$ cat src/rtl/data_bus_interconnect.sv
// Core load/store port to N memory-mapped slaves: region decode, one outstanding access, fault tracking.
// Latency 2+ cycles mapped, 1 cycle unmapped; the core holds its request until core_ready, slaves stall via slv_ready.
module data_bus_interconnect #(
   parameter int                        N_SLAVES        = 2,
   parameter logic [N_SLAVES*32-1:0]    SLAVE_BASE      = {32'h0000_0100, 32'h0000_0000},
   parameter logic [N_SLAVES*8-1:0]     SLAVE_SIZE_LOG2 = {8'd8, 8'd8},
   parameter int                        TIMEOUT         = 16,
   parameter int                        FAULT_CNT_W     = 8
) (
   input  logic                      clk,
   input  logic                      reset,
   input  logic                      core_req,
   input  logic                      core_we,
   input  logic [3:0]                core_be,
   input  logic [31:0]               core_addr,
   input  logic [31:0]               core_wdata,
   output logic [31:0]               core_rdata,
   output logic                      core_ready,
   output logic                      core_error,
   output logic [N_SLAVES-1:0]       slv_req,
   output logic                      slv_we,
   output logic [3:0]                slv_be,
   output logic [31:0]               slv_addr,
   output logic [31:0]               slv_wdata,
   input  logic [N_SLAVES*32-1:0]    slv_rdata,
   input  logic [N_SLAVES-1:0]       slv_ready,
   output logic [31:0]               fault_addr,
   output logic [FAULT_CNT_W-1:0]    fault_count
);

   localparam int SEL_W = (N_SLAVES > 1) ? $clog2(N_SLAVES) : 1;
   localparam int CNT_W = (TIMEOUT > 2) ? $clog2(TIMEOUT) : 1;
   localparam logic [31:0] TO_LIM = 32'(TIMEOUT - 1);

   typedef enum logic [1:0] {IDLE, ACCESS, RESP} state_t;

   state_t               state_q, state_d;
   logic [SEL_W-1:0]     sel_q;
   logic [CNT_W-1:0]     cnt_q, cnt_d;

   logic                 any_hit;
   logic [SEL_W-1:0]     hit_idx;
   logic [N_SLAVES-1:0]  hit_onehot;
   logic                 sel_ready;
   logic [31:0]          sel_rdata;

   logic                 latch, start, finish, fin_err;
   logic [31:0]          fin_rdata;

   // Size 32 yields an all-zero mask, so that region matches every address.
   function automatic logic [31:0] region_mask(input logic [7:0] size_log2);
      logic [63:0] low;
      low = (64'd1 << size_log2) - 64'd1;
      return ~low[31:0];
   endfunction

   // Descending scan so the lowest matching index is the one left standing.
   always_comb begin
      any_hit    = 1'b0;
      hit_idx    = '0;
      hit_onehot = '0;
      for (int i = N_SLAVES - 1; i >= 0; i--) begin
         if ((core_addr & region_mask(SLAVE_SIZE_LOG2[i*8 +: 8])) ==
             (SLAVE_BASE[i*32 +: 32] & region_mask(SLAVE_SIZE_LOG2[i*8 +: 8]))) begin
            any_hit       = 1'b1;
            hit_idx       = SEL_W'(i);
            hit_onehot    = '0;
            hit_onehot[i] = 1'b1;
         end
      end
   end

   always_comb begin
      sel_ready = 1'b0;
      sel_rdata = '0;
      for (int i = 0; i < N_SLAVES; i++) begin
         if (sel_q == SEL_W'(i)) begin
            sel_ready = slv_ready[i];
            sel_rdata = slv_rdata[i*32 +: 32];
         end
      end
   end

   always_comb begin
      state_d   = state_q;
      cnt_d     = cnt_q;
      latch     = 1'b0;
      start     = 1'b0;
      finish    = 1'b0;
      fin_err   = 1'b0;
      fin_rdata = '0;
      case (state_q)
         IDLE: begin
            if (core_req) begin
               latch = 1'b1;
               if (any_hit) begin
                  start   = 1'b1;
                  cnt_d   = '0;
                  state_d = ACCESS;
               end else begin
                  finish  = 1'b1;
                  fin_err = 1'b1;
                  state_d = RESP;
               end
            end
         end
         ACCESS: begin
            if (sel_ready) begin
               finish    = 1'b1;
               fin_rdata = slv_we ? 32'd0 : sel_rdata;
               state_d   = RESP;
            end else if ((TIMEOUT != 0) && (cnt_q == TO_LIM[CNT_W-1:0])) begin
               finish  = 1'b1;
               fin_err = 1'b1;
               state_d = RESP;
            end else begin
               cnt_d = cnt_q + CNT_W'(1);
            end
         end
         RESP:    state_d = IDLE;
         default: state_d = IDLE;
      endcase
   end

   always_ff @(posedge clk) begin
      if (reset) begin
         state_q     <= IDLE;
         cnt_q       <= '0;
         sel_q       <= '0;
         slv_req     <= '0;
         slv_we      <= 1'b0;
         slv_be      <= '0;
         slv_addr    <= '0;
         slv_wdata   <= '0;
         core_ready  <= 1'b0;
         core_error  <= 1'b0;
         core_rdata  <= '0;
         fault_addr  <= '0;
         fault_count <= '0;
      end else begin
         state_q    <= state_d;
         cnt_q      <= cnt_d;
         core_ready <= finish;
         core_error <= finish & fin_err;
         if (latch) begin
            slv_we    <= core_we;
            slv_be    <= core_be;
            slv_addr  <= core_addr;
            slv_wdata <= core_wdata;
         end
         if (start) begin
            sel_q   <= hit_idx;
            slv_req <= hit_onehot;
         end else if (finish) begin
            slv_req <= '0;
         end
         if (finish) begin
            core_rdata <= fin_rdata;
         end
         // A miss resolves in IDLE before slv_addr is loaded, so take the live address there.
         if (finish && fin_err) begin
            fault_addr <= (state_q == IDLE) ? core_addr : slv_addr;
            if (fault_count != '1) begin
               fault_count <= fault_count + FAULT_CNT_W'(1);
            end
         end
      end
   end

endmodule

$ cat config.mk
export PLATFORM = sky130hd
export DESIGN_NAME = data_bus_interconnect
export DESIGN_NICKNAME = d
export VERILOG_FILES = /design/src/rtl/data_bus_interconnect.sv
export SDC_FILE = /design/constraint.sdc
export NUM_CORES = 1
export LEC_CHECK = 0
export ABC_AREA = 1
export CAP_MARGIN = 5
export CORE_ASPECT_RATIO = 1.4
export CORE_MARGIN = 5
export CORE_UTILIZATION = 23
export CTS_CLUSTER_DIAMETER = 50
export DETAILED_ROUTE_END_ITERATION = 7
export PLACE_DENSITY_LB_ADDON = 0.25
export SLEW_MARGIN = 20
export SYNTH_ARGS = -nofsm -noshare
export SYNTH_HDL_FRONTEND = slang
export SYNTH_SLANG_ARGS = --single-unit
$ cat constraint.sdc
create_clock -name clk -period 1.7 [get_ports clk]
set_clock_uncertainty 0.2 [all_clocks]
set_input_delay 0.17 -clock clk [delete_from_list [all_inputs] [get_ports clk]]
set_output_delay 0.17 -clock clk [all_outputs]
set_load 0.01 [all_outputs]
Word level (Yosys, flattened, before mapping)
Cells that the tools add are included.
{ "op_classes": {"n_reduce_logical": 8, "n_eq_ne": 9, "n_mux": 35, "bitwise_logic": 1, "add_sub_neg": 2} }
{ "ops": {"columns": ["operator", "count"], "rows": [
  ["2-to-1 mux 32 bit", 5],
  ["logical NOT 32 bit", 1],
  ["== test 24 x 1 -> 1 bit (second input constant)", 1],
  ["2-to-1 mux 2 bit", 8],
  ["2-to-1 mux 4 bit", 4],
  ["2-to-1 mux 1 bit", 14],
  ["adder 8 x 1 -> 8 bit (second input constant)", 1],
  ["inequality test 2 bit (second input constant)", 4],
  ["inequality test 8 bit (second input constant)", 1],
  ["one-hot mux 4 bit (2 select lines)", 1],
  ["AND reduction 5 bit", 1],
  ["adder 4 x 1 -> 4 bit (second input constant)", 1],
  ["== test 4 bit (second input constant)", 1],
  ["one-hot mux 1 bit (2 select lines)", 2],
  ["one-hot mux 2 bit (2 select lines)", 1],
  ["AND reduction 2 bit", 2],
  ["nonzero test 2 bit", 2],
  ["inequality test 3 bit (second input constant)", 1],
  ["== test 2 x 1 -> 1 bit (second input constant)", 1],
  ["logical NOT 2 bit", 1],
  ["bitwise AND 1 bit", 1],
  ["logical AND 1 bit", 1]
]} }
{ "word_totals": {"word_cells": 68, "in_bits": 138, "regBits": 152, "output_inout_bits": 145} }

Logic depth before layout (Yosys ltp)
{ "logic_depth": {"depth_word": 8, "mapped_depth": 11} }

Worst setup path after synthesis
Ideal clock, no wire load.
{ "synth_path": {"path_type": "register -> register", "startpoint": "reg fault_count[0]", "endpoint": "reg fault_count[1]", "n_path_buf": 0, "stages_incl_launch_ff": 8, "setup_ps": 70, "setup_slack_ps": -52, "period_less_slack_ps": 1752, "t_arrival_ps": 1482, "path_cell_list": "dfxtp_1 > ha_1 > nand3_1 > nor2_1 > nand3_1 > nand2_1 > nand2_1 > a21oi_1"} }
{ "synth_via": {"elab_chain_len": 2} }
{ "synth_rtl": {"columns": ["item", "line", "text"], "rows": [
  ["start: declaration", "28", "output logic [FAULT_CNT_W-1:0] fault_count"],
  ["start signal: assignment", "164", "fault_count <= fault_count + FAULT_CNT_W'(1);"],
  ["parallel branches: the longest is 2 deep, another holds adder 8 x 1 -> 8 bit", null, null]
]} }
Several ways; the timed one is not identified.
A chain may end at the register's enable or synchronous reset.

Worst setup path after layout
{ "layout_path": {"startpoint": "reg cnt_q[0]", "endpoint": "reg core_rdata[9]"} }
{ "layout_via": {"elab_chain_len": 4} }
{ "layout_rtl": {"columns": ["item", "line", "text"], "rows": [
  ["start: declaration", "39", "logic [CNT_W-1:0] cnt_q, cnt_d;"],
  ["start signal: assignment", "142", "cnt_q <= cnt_d;"],
  ["== test 4 bit", "112", "end else if ((TIMEOUT != 0) && (cnt_q == TO_LIM[CNT_W-1:0])) begin"],
  ["2-to-1 mux 1 bit", "112", null],
  ["2-to-1 mux 1 bit", "108", "if (sel_ready) begin"],
  ["one-hot mux 1 bit (2 select lines)", "92", "case (state_q)"],
  ["end signal: assignment", "158", "core_rdata <= fin_rdata;"],
  ["end: declaration", "17", "output logic [31:0] core_rdata,"]
]} }
No other way between the ends.

==> run metrics <==
NumNets Final 1374; number of CTS-inserted buffers 17; final hold vios 0; I/O pins roughly 280; FF-to-FF setup slack -110 ps; Placed Cells roughly 1500; Synth async-reset ratio 0; relative max-transition margin 0.703; vias in the first global route 6972; Clk pwr share 0.427; sw frac 0.251; initial antenna violation count 2; total gr overflow 0; Residual DRC 0; final worst slack -109 ps; core box area approximately 27000 um^2; CTS Sinks between 150 and 200; CP Capture Type register; post-synthesis cell type count 31; Yosys top cell area share 0.482; hold path start core_addr[23]; Reg2Reg Depth 13; status finished, violations left; overall routing resource usage 0.159; CP max FO 5; Yosys top cell by area dfxtp_1; sequential power share 0.404; max cap viols 0; Pleak ~5.4 nW; area growth from synthesis to layout 83.5%; failing checks negative setup slack; Startpoint Class register; die width about 150 um; Die H between 200 and 250 um; register area share after synthesis 0.482; routability cong. 0.811; switching power total 2.39 mW; Final Util 0.429; YS warnings 0; routed wire length 25600 um; top post-synthesis cells by area dfxtp_1, nand2_1, nor2_1, a21oi_1, o21ai_0; Final Critical Period roughly 1800 ps; internal power around 7.2 mW; Seq. cell area 3050 um^2; PwrDens 824 nW/um^2; Primary FF master, synth dfxtp_1; First-pass DRT Iterations 4; Final Setup Violations 63; number of fill cells 2847; maximum clock path buffer count 2; synthesized flop and latch total ~150; Mean Syn Cell Area just over 7 um^2; input/output buffers around 280; max-slew violations 0; row count a little over 70; Post-Syn Area between 6000 and 7000 um^2; initial core utilization 0.234; Least-Margin Pin Slew 446 ps; largest net degree at the start of global routing slightly above 80; R2R Path End core_rdata[9]; DR iter-0 viols approximately 260; Gate power share 0.169; layout cells sized above 1 0.223; CTS H-tree depth 4; Design Area, Final ~12000 um^2; Final HPWL DP around 17000 um; hold path cells 3; EDFF count, synth 0; Post-Synthesis Cells 872; period utilisation layout 1.06; WP data required between 1500 and 2000 ps; Die ar. approximately 31000 um^2; first-pass GRT wire length 38200 um; DR WL/cell between 15 and 20 um; area of the multi-input gates approximately 3400 um^2; Post-Layout Cell Count between 1500 and 2000; total number of vias roughly 7000; VDD IR-drop max slightly below 0.0007 V; Reg-to-Reg Start cnt_q[0]; Root Buffer clkbuf_16; Clock transition at path regs ~60 ps; Setup CP Type reg -> reg; worst path arrival time 1960 ps; remaining antenna violation count 0; via density per instance between 4 and 5; dpl cell area ~10000 um^2; HP Class in -> reg; CTS tree done; synthesized net count 1012; end of the worst hold path slv_addr[23]; fmax about 550 MHz; RSZ-0062 raised after global routing true; worst-skew pair later-pin latency 430 ps
## power groups by stage
stage | clock (mW) | sequential (mW) | combinational (mW)
global placement | 0 | 3.94 | 1.51
floorplan | 0 | 4.01 | 0.447
detailed placement | 0 | 3.94 | 1.52
finish | 4.08 | 3.86 | 1.61
global route | 4.35 | 3.88 | 1.75
CTS | 4.20 | 3.86 | 1.57
## cells by family after synthesis
kind of cell               share of synthesized area
xor gates and xnor gates                     0.00971
adders and majority gates                    0.00396
AOI/OAI and AO/OA                              0.156
and+or+nand+nor                                0.296
DFF                                            0.482
buffers and inverters                         0.0523
## sequential cells by signal, indices dropped and copies added (netlist names)
name,cells
sel_q,1
slv_we,1
slv_wdata,32
fault_addr,32
cnt_q,4
slv_be,4
slv_addr,32
fault_count,8
core_rdata,32
slv_req,2
core_ready,1
core_error,1
state_q,2
## cell usage in the layout (no fill, tap or decap), types with 14 or more instances in the layout
master,Yosys,final
dlymetal6s2s_1,0,24
o21ai_1,9,20
nand2_1,213,196
o21ai_0,74,54
dlygate4sd2_1,0,139
nor2_2,1,23
or2_2,26,23
clkbuf_16,0,20
buf_4,4,69
nor2_1,175,144
a21oi_2,0,14
dfxtp_1,152,146
buf_12,0,16
clkdlybuf4s50_1,0,118
nand2_2,2,14
o211ai_1,22,22
buf_6,4,17
a21oi_1,79,65
## worst max-delay path by stage
stage	endpoint	start	depth (start not counted)
final	core_rdata[9]	cnt_q[0]	13
after global routing	fault_count[3]	cnt_q[0]	12
after floorplan	fault_count[6]	fault_count[0]	7
after CTS	core_rdata[4]	sel_q	9
after detailed placement	fault_addr[12]	core_addr[14]	10
after global placement	core_rdata[7]	core_addr[14]	11
## critical path: stages, from the launching register on
cell and delay, ps:
dfxtp_2 340, ha_4 160, nand2_2 60, inv_2 40
nand2_2 60, inv_2 50, o21ai_2 170, nand2_2 90
inv_2 80, buf_12 100, buf_12 110, buf_12 110
nand2_1 50, a21oi_1 120
## cell usage after synthesis, drive strengths merged (3+ instances only)
| cell type | instances |
|---|---|
| nor2 | 178 |
| o211ai | 22 |
| o21ai | 83 |
| nand2 | 215 |
| dfxtp | 152 |
| inv | 15 |
| buf | 25 |
| nand3 | 23 |
| xor2 | 4 |
| clkbuf | 31 |
| nor3 | 3 |
| nand4 | 4 |
| xnor2 | 3 |
| a21oi | 79 |
| or2 | 32 |
## layer usage
layer,vias to the layer above,global-route usage,share of wire
met5,-,0,0
met4,0,0.0543,0.024
met3,40,0.0426,0.058
met2,189,0.287,0.53
met1,3314,0.178,0.39
li1,3557,-,-
## through the flow
step	total power, mW	setup TNS [ps]	hold slack (ps)	setup slack (ps)
after CTS	9.63	-2230	1.76	-67.6
after floorplan	4.46	0	105	54.9
final	9.55	-3120	34.5	-109
after global placement	5.45	-42180	246	-507
after global routing	9.98	-8910	35.6	-183
after detailed placement	5.46	-46180	252	-550
## what timing repair did
| item | 4_1_cts | 5_1_grt |
|---|---|---|
| gates resized for setup | 249 | 91 |
| buffers inserted | 20 | 7 |
| pin swaps | 48 | 27 |
| hold buffers | 4 | 3 |
| setup endpoints to repair | 195 | 138 |
| hold endpoints to repair | 10 | 3 |
| cloned | 8 | 3 |
## final cells by class
type                       instances  share of cell area
multi-input combinational        649               0.290
timing repair buffer             399               0.347
tap                              365              0.0394
clock inverter                     8              0.0124
clock buffer                      22              0.0409
inverter                          15             0.00616
sequential                       152               0.264
antenna                            2            0.000432
(Power assumes the default switching activity.)
